**src/rtl/uart_rx_fifo_if.sv**
```systemverilog
// rtl/uart_rx_fifo_if.sv - receive-byte FIFO bus: write strobe, FWFT read side, status
interface uart_rx_fifo_if #(
    parameter int DATA_W = 8,
    parameter int DEPTH  = 16
);
    localparam int ADDR_W = $clog2(DEPTH);

    logic [DATA_W-1:0] in_data;
    logic              in_valid;
    logic [DATA_W-1:0] out_data;
    logic              out_valid;
    logic              out_ready;
    logic [ADDR_W:0]   count;
    logic              full;
    logic              empty;
    logic              overrun;
    logic              clr_overrun;

    modport master (
        output in_data, in_valid, out_ready, clr_overrun,
        input  out_data, out_valid, count, full, empty, overrun
    );

    modport slave (
        input  in_data, in_valid, out_ready, clr_overrun,
        output out_data, out_valid, count, full, empty, overrun
    );
endinterface

```
**src/rtl/uart_rx_fifo.sv**
```systemverilog
// rtl/uart_rx_fifo.sv - circular byte FIFO behind the UART receiver with sticky overrun
module uart_rx_fifo #(
    parameter int DATA_W = 8,
    parameter int DEPTH  = 16
) (
    input logic           clk,
    input logic           rst,
    uart_rx_fifo_if.slave bus
);
    localparam int              ADDR_W   = $clog2(DEPTH);
    localparam logic [ADDR_W:0] FULL_CNT = (ADDR_W + 1)'(DEPTH);
    localparam logic [ADDR_W:0] CNT_ONE  = (ADDR_W + 1)'(1);
    localparam logic [ADDR_W-1:0] PTR_ONE = ADDR_W'(1);

    logic [DATA_W-1:0] mem [DEPTH];
    logic [ADDR_W-1:0] wr_ptr;
    logic [ADDR_W-1:0] rd_ptr;
    logic [ADDR_W:0]   count_q;
    logic              overrun_q;

    logic full_w;
    logic empty_w;
    logic pop;
    logic push;
    logic drop;

    // Status comes straight from the registered occupancy, so it only moves on edges or reset.
    assign full_w  = (count_q == FULL_CNT);
    assign empty_w = (count_q == '0);

    // A pop frees a slot in the same cycle, which lets a push into a full FIFO still land.
    assign pop  = ~empty_w & bus.out_ready;
    assign push = bus.in_valid & (~full_w | pop);
    assign drop = bus.in_valid & full_w & ~pop;

    // Pointers and occupancy; pointers wrap naturally at ADDR_W bits.
    always_ff @(posedge clk or posedge rst) begin
        if (rst) begin
            wr_ptr  <= '0;
            rd_ptr  <= '0;
            count_q <= '0;
        end else begin
            if (push) begin
                wr_ptr <= wr_ptr + PTR_ONE;
            end
            if (pop) begin
                rd_ptr <= rd_ptr + PTR_ONE;
            end
            case ({push, pop})
                2'b10:   count_q <= count_q + CNT_ONE;
                2'b01:   count_q <= count_q - CNT_ONE;
                default: count_q <= count_q;
            endcase
        end
    end

    // Storage array; contents are don't-care after reset, so no reset term.
    always_ff @(posedge clk) begin
        if (push) begin
            mem[wr_ptr] <= bus.in_data;
        end
    end

    // Sticky overrun; a drop in the same cycle as a clear keeps the flag set.
    always_ff @(posedge clk or posedge rst) begin
        if (rst) begin
            overrun_q <= 1'b0;
        end else if (drop) begin
            overrun_q <= 1'b1;
        end else if (bus.clr_overrun) begin
            overrun_q <= 1'b0;
        end
    end

    // First-word-fall-through read side; data is forced to zero when nothing is held.
    assign bus.out_valid = ~empty_w;
    assign bus.out_data  = empty_w ? '0 : mem[rd_ptr];
    assign bus.count     = count_q;
    assign bus.full      = full_w;
    assign bus.empty     = empty_w;
    assign bus.overrun   = overrun_q;
endmodule

```
**src/flat_wrapper.sv**
```systemverilog
// flat-port wrapper written by rule: the top's interface ports become plain ports
module uart_rx_fifo_flat 
#(
    parameter int DATA_W = 8,
    parameter int DEPTH  = 16
)
  (clk, rst, bus_in_data, bus_in_valid, bus_out_ready, bus_clr_overrun, bus_out_data, bus_out_valid, bus_count, bus_full, bus_empty, bus_overrun);
  uart_rx_fifo_if #(.DATA_W(DATA_W), .DEPTH(DEPTH)) bus_i ();
  input logic clk;
  input logic rst;
  input wire logic [$bits(bus_i.in_data)-1:0] bus_in_data;
  input wire logic [$bits(bus_i.in_valid)-1:0] bus_in_valid;
  input wire logic [$bits(bus_i.out_ready)-1:0] bus_out_ready;
  input wire logic [$bits(bus_i.clr_overrun)-1:0] bus_clr_overrun;
  output wire logic [$bits(bus_i.out_data)-1:0] bus_out_data;
  output wire logic [$bits(bus_i.out_valid)-1:0] bus_out_valid;
  output wire logic [$bits(bus_i.count)-1:0] bus_count;
  output wire logic [$bits(bus_i.full)-1:0] bus_full;
  output wire logic [$bits(bus_i.empty)-1:0] bus_empty;
  output wire logic [$bits(bus_i.overrun)-1:0] bus_overrun;
  assign bus_i.in_data = bus_in_data;
  assign bus_i.in_valid = bus_in_valid;
  assign bus_i.out_ready = bus_out_ready;
  assign bus_i.clr_overrun = bus_clr_overrun;
  assign bus_out_data = bus_i.out_data;
  assign bus_out_valid = bus_i.out_valid;
  assign bus_count = bus_i.count;
  assign bus_full = bus_i.full;
  assign bus_empty = bus_i.empty;
  assign bus_overrun = bus_i.overrun;
  uart_rx_fifo #(.DATA_W(DATA_W), .DEPTH(DEPTH)) u_core (.clk(clk), .rst(rst), .bus(bus_i));
endmodule
```
**config.mk**
```make
export PLATFORM = sky130hd
export DESIGN_NAME = uart_rx_fifo_flat
export DESIGN_NICKNAME = d
export VERILOG_FILES = /design/src/rtl/uart_rx_fifo_if.sv /design/src/rtl/uart_rx_fifo.sv /design/src/flat_wrapper.sv
export SDC_FILE = /design/constraint.sdc
export NUM_CORES = 1
export LEC_CHECK = 0
export CAP_MARGIN = 20
export CORE_MARGIN = 10
export CORE_UTILIZATION = 59
export CTS_CLUSTER_SIZE = 16
export DETAILED_ROUTE_END_ITERATION = 10
export PLACE_DENSITY = 0.86
export SYNTH_ARGS = -nofsm -noshare
export SYNTH_HDL_FRONTEND = slang
export SYNTH_SLANG_ARGS = --single-unit
export TNS_END_PERCENT = 10
```
**constraint.sdc**
```tcl
create_clock -name clk -period 3 [get_ports clk]
set_input_delay 0.9 -clock clk [delete_from_list [all_inputs] [get_ports clk]]
set_output_delay 0.9 -clock clk [all_outputs]
set_load 0.05 [all_outputs]
```
==> impl_metrics.py, run 1 <==
metrics = {
    "run_status": {
        "status": "finished with violations",
        "violations": "setup timing",
    },
    "placement": {
        "portBuffers": 29,
        "place_area_um2": 6500,
        "routabilityCongestion": 0.825,
        "hpwl_mm": 8.09,
    },
    "power_and_ir_drop": {
        "p_int_mw": 5.11,
        "ir_drop_mv": 0.646,
        "swShare_pct": 36.5,
        "p_comb_share_pct": 41.5,
        "p_leak_nw": 2.58,
        "p_per_area_nw_per_um2": 1110,
        "power.switching_mw": 2.94,
        "pwr-share-clk_pct": 24.8,
        "pwr-share-seq_pct": 33.7,
    },
    "cts": {
        "root_buffer": "clkbuf_8",
        "clkSinkCount": 142,
        "cts_max_path_buffers": 2,
        "numCtsBuffers": 17,
        "postCtsHoldBufs": 0,
        "cts_tree": "built",
        "insertion_delay_ns": 0.53,
        "cts.clk_slew.worst_paths_ns": 0.06,
        "htreeDepth": 4,
    },
    "logic_synthesis": {
        "synthTopCellsByArea": "edfxtp_1, mux4_1, dfrtp_1",
        "avgSynthCellArea_um2": 19.4,
        "synth_nets": 322,
        "synthCells": 303,
        "async_flop_share_pct": 9.86,
        "synth_ff_type": "edfxtp_1",
        "synth_top_area_share_pct": 65.5,
        "ys_seq_area_share_pct": 71.5,
        "yosys.area.top_type": "edfxtp_1",
        "yosysWarnings": 0,
        "synth_cell_types": 38,
        "syn-cell-area_um2": 5870,
        "synth.most_common_cell": "edfxtp_1",
        "ys_ff_latch": 142,
        "synth_edf_count": 128,
        "synth.top_cells.by_count": "edfxtp_1, mux4_1, dfrtp_1",
    },
    "cells_and_area": {
        "synthToLayoutAreaGrowth_pct": 24.1,
        "layout-drive-gt1-share_pct": 35.2,
        "fin_area_um2": 7280,
        "antenna_cells": 0,
        "fin_nets": 395,
        "n_fill_cell": 550,
    },
    "timing": {
        "clock_skew_ns": 0.00718,
        "relSlewSlack_pct": 26.8,
        "fin_ws_ns": -0.390,
        "fmax_mhz": 295,
        "fin_crit_sh_pct": 113,
        "rsz0062_at_grt": "true",
        "finalHoldViolCount": 0,
        "period_minus_slack_ns": 3.39,
        "worst_pin_slew_ns": 1.10,
        "drv_slew": 0,
        "setup_viol_count_final": 8,
        "hold_ws_ns": 0.549,
        "fin_setup_tns_ns": -2.92,
    },
    "detailed_routing": {
        "antenna_left": 0,
        "viasPerCell": 6.24,
        "wl_per_cell_um": 27.6,
        "routed_wl_mm": 14.4,
        "via_count": 3256,
        "drc": 0,
        "drt-initial-drc-count": 266,
        "drtPass1Iterations": 4,
    },
    "setup_path": {
        "endpoint_kind": "output pin",
        "crit_top_cell": "buf_12",
        "worstPathArrival_ns": 2.49,
        "crit_fanout": 5,
        "crit_chain": "buf_12, buf_12, buf_16, mux4_1, mux2i_1, a21oi_2, buf_6",
        "worst_path_max_delay_cell": "mux4_1",
        "required_ns": 2.10,
        "r2r.worst_path.cells": 8,
        "worstSetupPathType": "flop to output pin",
        "max_stage_delay_ns": 0.59,
        "start_kind": "flop",
    },
    "global_route": {
        "grt_max_degree": 28,
        "antenna_found_initial": 0,
        "overflow": 0,
        "grt_usage_pct": 19.6,
        "grt_pass1_vias": 3335,
        "grt_pass1_wl_mm": 20.6,
    },
    "die": {
        "die_h_um": 120,
        "ioPinCount": 30,
        "die_area_um2": 14300,
        "core_um2": 9730,
        "die_w_um": 120,
        "start_util_pct": 60.3,
        "fp-row-count": 36,
    },
    "min_path": {
        "min_path_type": "flop to flop",
        "min_path_cells": 1,
    },
    "job": {
        "cap_violations": 0,
    },
}
## power by group through the flow
| stage | Clock, mW | Sequential (mW) | Combinational (mW) |
|---|---|---|---|
| finish | 2.00 | 2.71 | 3.34 |
| global route | 2.10 | 2.73 | 3.47 |
| floorplan | 0 | 2.68 | 1.92 |
| CTS | 1.99 | 2.70 | 3.28 |
| detailed placement | 0 | 2.70 | 2.77 |
| global placement | 0 | 2.69 | 2.69 |
## final timing paths
path	startpoint	end	slack [ns]
worst min register to register	u_core.bus.overrun	u_core.bus.overrun	0.55
worst max register to register	u_core.bus.count[1]	u_core.bus.count[4]	0.50
worst min-delay path	u_core.bus.overrun	u_core.bus.overrun	0.55
worst max-delay path	u_core.rd_ptr[0]	bus_out_data[6]	-0.39
max in group asynchronous	rst	u_core.rd_ptr[0]	1.85
min in group asynchronous	rst	u_core.wr_ptr[0]	0.73
## placed cells by master (no fill, tap or decap), types with 10 or more instances in the layout
cell type	netlist	routed
clkdlybuf4s50_1	0	18
dfrtp_1	14	13
clkbuf_16	0	16
nor2_1	13	13
mux4_1	20	11
mux4_2	12	21
nand2_1	11	10
edfxtp_1	128	128
inv_1	10	10
buf_4	1	35
## sequential cells by signal, summed over array words and instances (netlist names)
name and count:
u_core.bus.count 5, u_core.bus.overrun 1, u_core.mem 128, u_core.rd_ptr 4
u_core.wr_ptr 4
## routing by layer
metal	track usage, %	wire length [um]
met2	33.7	7720
met5	0	0
met4	6.79	268
met3	5.06	1050
met1	23.6	5370
## per-stage QoR
stage | total power [mW] | utilization [%] | worst slack, ns | std cells
6_report | 8.05 | 74.8 | -0.390 | 522
5_1_grt | 8.30 | 74.8 | -0.465 | 522
4_1_cts | 7.97 | 74.7 | -0.356 | 522
3_5_place_dp | 5.47 | 66.8 | -0.0490 | 479
3_3_place_gp | 5.37 | 66.8 | 0.0665 | 479
2_1_floorplan | 4.60 | - | 0.0114 | 303
## cell families after synthesis
group / Yosys count / synth area share (%)
flops: 142 / 71.5
mux: 51 / 17.0
simple gates: 42 / 3.58
compound gates: 28 / 3.03
buf+inv: 26 / 2.39
xor+xnor: 8 / 1.19
fa+ha+maj: 6 / 1.28
## worst max-delay path: cells and delay by family, from the launching register on
family                 cells  cell delay [ns]
DFF                        1             0.45
buffers and inverters      4             0.59
AOI/OAI and AO/OA          1             0.12
muxes                      2             0.79
## final cells by class
cell class              instances  area [um^2]  share of cell area (%)
flip-flops and latches        142         4200                    57.6
repair buffers                 70          736                    10.1
well taps                     133          166                    2.29
inverters                      10         37.5                   0.515
clock buffers                  18          418                    5.74
multi-input cells             135         1580                    21.8
clock inverters                14          145                    1.99
## repair_timing
| item | CTS | global route |
|---|---|---|
| endpoints found under the setup margin | 10 | 10 |
| resized for setup | 35 | 2 |
| pin swaps | 1 | 0 |
| setup buffers | 8 | 0 |
| cloned | 3 | 0 |
(Power assumes the default switching activity.)
==> inputs of run 2 (changes only) <==
--- a/config.mk
+++ b/config.mk
@@ -5,12 +5,10 @@
 export SDC_FILE = /design/constraint.sdc
 export NUM_CORES = 1
 export LEC_CHECK = 0
-export CAP_MARGIN = 20
-export CORE_MARGIN = 10
-export CORE_UTILIZATION = 59
+export CORE_UTILIZATION = 40
 export CTS_CLUSTER_SIZE = 16
 export DETAILED_ROUTE_END_ITERATION = 10
-export PLACE_DENSITY = 0.86
+export PLACE_DENSITY = 0.64
 export SYNTH_ARGS = -nofsm -noshare
 export SYNTH_HDL_FRONTEND = slang
 export SYNTH_SLANG_ARGS = --single-unit
==> run 2 against run 1 <==
The run still ends with setup timing left. Sequential power is 1% lower. Critical path type unchanged. First-iteration DRC count is 7.1% higher. Final area is 0.96% higher. Critical endpoint is now bus_out_data[0]. Register-to-register slack better by 0.23 ns. Die area is 5.7% higher.
==> impl_metrics.py, run 2 (synthesis gave the netlist of run 1 again) <==
metrics = {
    "cells_and_area": {
        "synthToLayoutAreaGrowth_pct": 25.3,
        "regMostFlops": "u_core.mem",
        "fin_nets": 392,
        "final_common_cell": "edfxtp_1",
        "layout-drive-gt1-share_pct": 36.5,
        "antenna_cells": 0,
        "final_cell_mix": "edfxtp_1, buf_4, mux4_2",
        "largest_register_ffs": 128,
        "n_fill_cell": 1134,
        "fin_area_um2": 7350,
    },
    "setup_path": {
        "required_ns": 2.10,
        "worstSetupStartpoint": "u_core.rd_ptr[0]",
        "endpoint_kind": "output pin",
        "crit_top_cell": "buf_6",
        "start_kind": "flop",
        "max_stage_delay_ns": 0.51,
        "reg2reg_from": "u_core.bus.count[1]",
        "worst_path_max_delay_cell": "mux4_2",
        "cp_num_buf_inv": 3,
        "critPathTopFamily": "multiplexers",
        "worstSetupPathType": "flop to output pin",
        "crit_chain": "buf_6, buf_8, mux4_2, mux2_4, o21ai_2, a21oi_2, buf_6",
        "worstPathArrival_ns": 2.23,
        "crit_fanout": 6,
    },
    "power_and_ir_drop": {
        "swShare_pct": 35.9,
        "pwr-share-seq_pct": 33.5,
        "power.switching_mw": 2.86,
        "pwr-share-clk_pct": 26.0,
        "p_total_mw": 7.98,
        "ir_drop_mv": 0.546,
        "p_leak_nw": 2.57,
        "p_int_mw": 5.12,
        "p_comb_share_pct": 40.6,
        "p_per_area_nw_per_um2": 1090,
    },
    "placement": {
        "hpwl_mm": 7.34,
        "routabilityCongestion": 0.733,
        "place_area_um2": 6570,
        "portBuffers": 29,
        "preCtsSetupSlack_ns": 0.113,
    },
    "cts": {
        "numCtsBuffers": 17,
        "htreeDepth": 4,
        "cts_tree": "built",
        "postCtsHoldBufs": 0,
        "insertion_delay_ns": 0.42,
        "cts_max_path_buffers": 2,
        "root_buffer": "clkbuf_16",
        "cts.clk_slew.worst_paths_ns": 0.06,
        "clkSinkCount": 142,
    },
    "timing": {
        "hold_ws_ns": 0.506,
        "fmax_mhz": 319,
        "period_minus_slack_ns": 3.13,
        "setup_viol_count_final": 8,
        "clock_skew_ns": 0.00628,
        "relSlewSlack_pct": 36.8,
        "fin_setup_tns_ns": -0.939,
        "rsz0062_at_grt": "true",
        "fin_ws_ns": -0.135,
        "fin_crit_sh_pct": 104,
        "worst_pin_slew_ns": 0.949,
        "finalHoldViolCount": 0,
        "drv_slew": 0,
    },
    "die": {
        "ioPinCount": 30,
        "start_util_pct": 41.6,
        "die_w_um": 123,
        "die_h_um": 123,
        "die_area_um2": 15200,
        "fp-row-count": 43,
        "core_um2": 14100,
    },
    "detailed_routing": {
        "via_count": 3008,
        "drc": 0,
        "viasPerCell": 5.31,
        "drt-initial-drc-count": 285,
        "routed_wl_mm": 11.9,
        "wl_per_cell_um": 21.0,
        "antenna_left": 0,
        "drtPass1Iterations": 5,
    },
    "global_route": {
        "grt_usage_pct": 17.3,
        "antenna_found_initial": 0,
        "grt_max_degree": 28,
        "grt_pass1_wl_mm": 18.2,
        "overflow": 0,
        "grt_pass1_vias": 3131,
    },
    "job": {
        "cap_violations": 0,
    },
    "min_path": {
        "holdCritStartpoint": "u_core.bus.overrun",
        "min_path_type": "flop to flop",
    },
    "run_status": {
        "violations": "setup timing",
        "status": "finished with violations",
    },
}
==> run 2: power groups by stage <==
stage | Clock, mW | Sequential (mW) | Combinational, mW
after floorplan | 0 | 2.68 | 1.92
after global placement | 0 | 2.68 | 2.73
after detailed placement | 0 | 2.70 | 2.76
after CTS | 2.11 | 2.67 | 3.23
after global routing | 2.18 | 2.70 | 3.42
final | 2.07 | 2.67 | 3.24
==> run 2: what timing repair did <==
item	4_1_cts	5_1_grt
cloned	1	0
resized for setup	49	6
endpoints found under the setup margin	8	8
pin swaps	1	1
setup buffers	6	0
==> run 2: area by class of cell <==
type	instances	area [um^2]	area share (%)
multi-input cells	135	1630	22.1
repair buffers	67	674	9.17
clock buffers	17	425	5.79
inverters	10	37.5	0.511
well taps	180	225	3.06
flip-flops and latches	142	4200	57.1
clock inverters	15	168	2.28
==> run 2: final timing paths <==
check,cells after the start,end,slack (ns)
worst max-delay path,7,bus_out_data[0],-0.13
worst min-delay path,1,u_core.bus.overrun,0.51
worst max register to register,8,u_core.bus.count[4],0.73
worst min register to register,1,u_core.bus.overrun,0.51
max in group asynchronous,2,u_core.rd_ptr[0],1.72
min in group asynchronous,2,u_core.rd_ptr[3],0.85
==> run 2: layer usage <==
layer | wire length [um] | global-route usage [%]
met2 | 6020 | 27.8
met4 | 151 | 6.78
met1 | 5280 | 22.8
met3 | 428 | 4.06
met5 | 0 | 0
==> run 2: metrics by stage <==
step,cells,util [%]
after global placement,527,46.6
after detailed placement,527,46.6
final,566,52.2
after global routing,566,52.2
after CTS,566,52.1
after floorplan,303,-
==> inputs of run 3 (changes only) <==
--- a/config.mk
+++ b/config.mk
@@ -5,6 +5,7 @@
 export SDC_FILE = /design/constraint.sdc
 export NUM_CORES = 1
 export LEC_CHECK = 0
+export ABC_AREA = 0
 export CORE_UTILIZATION = 40
 export CTS_CLUSTER_SIZE = 16
 export DETAILED_ROUTE_END_ITERATION = 10
==> results of run 3 <==
No change in the layout: final DEF, timing and power equal those of run 2.
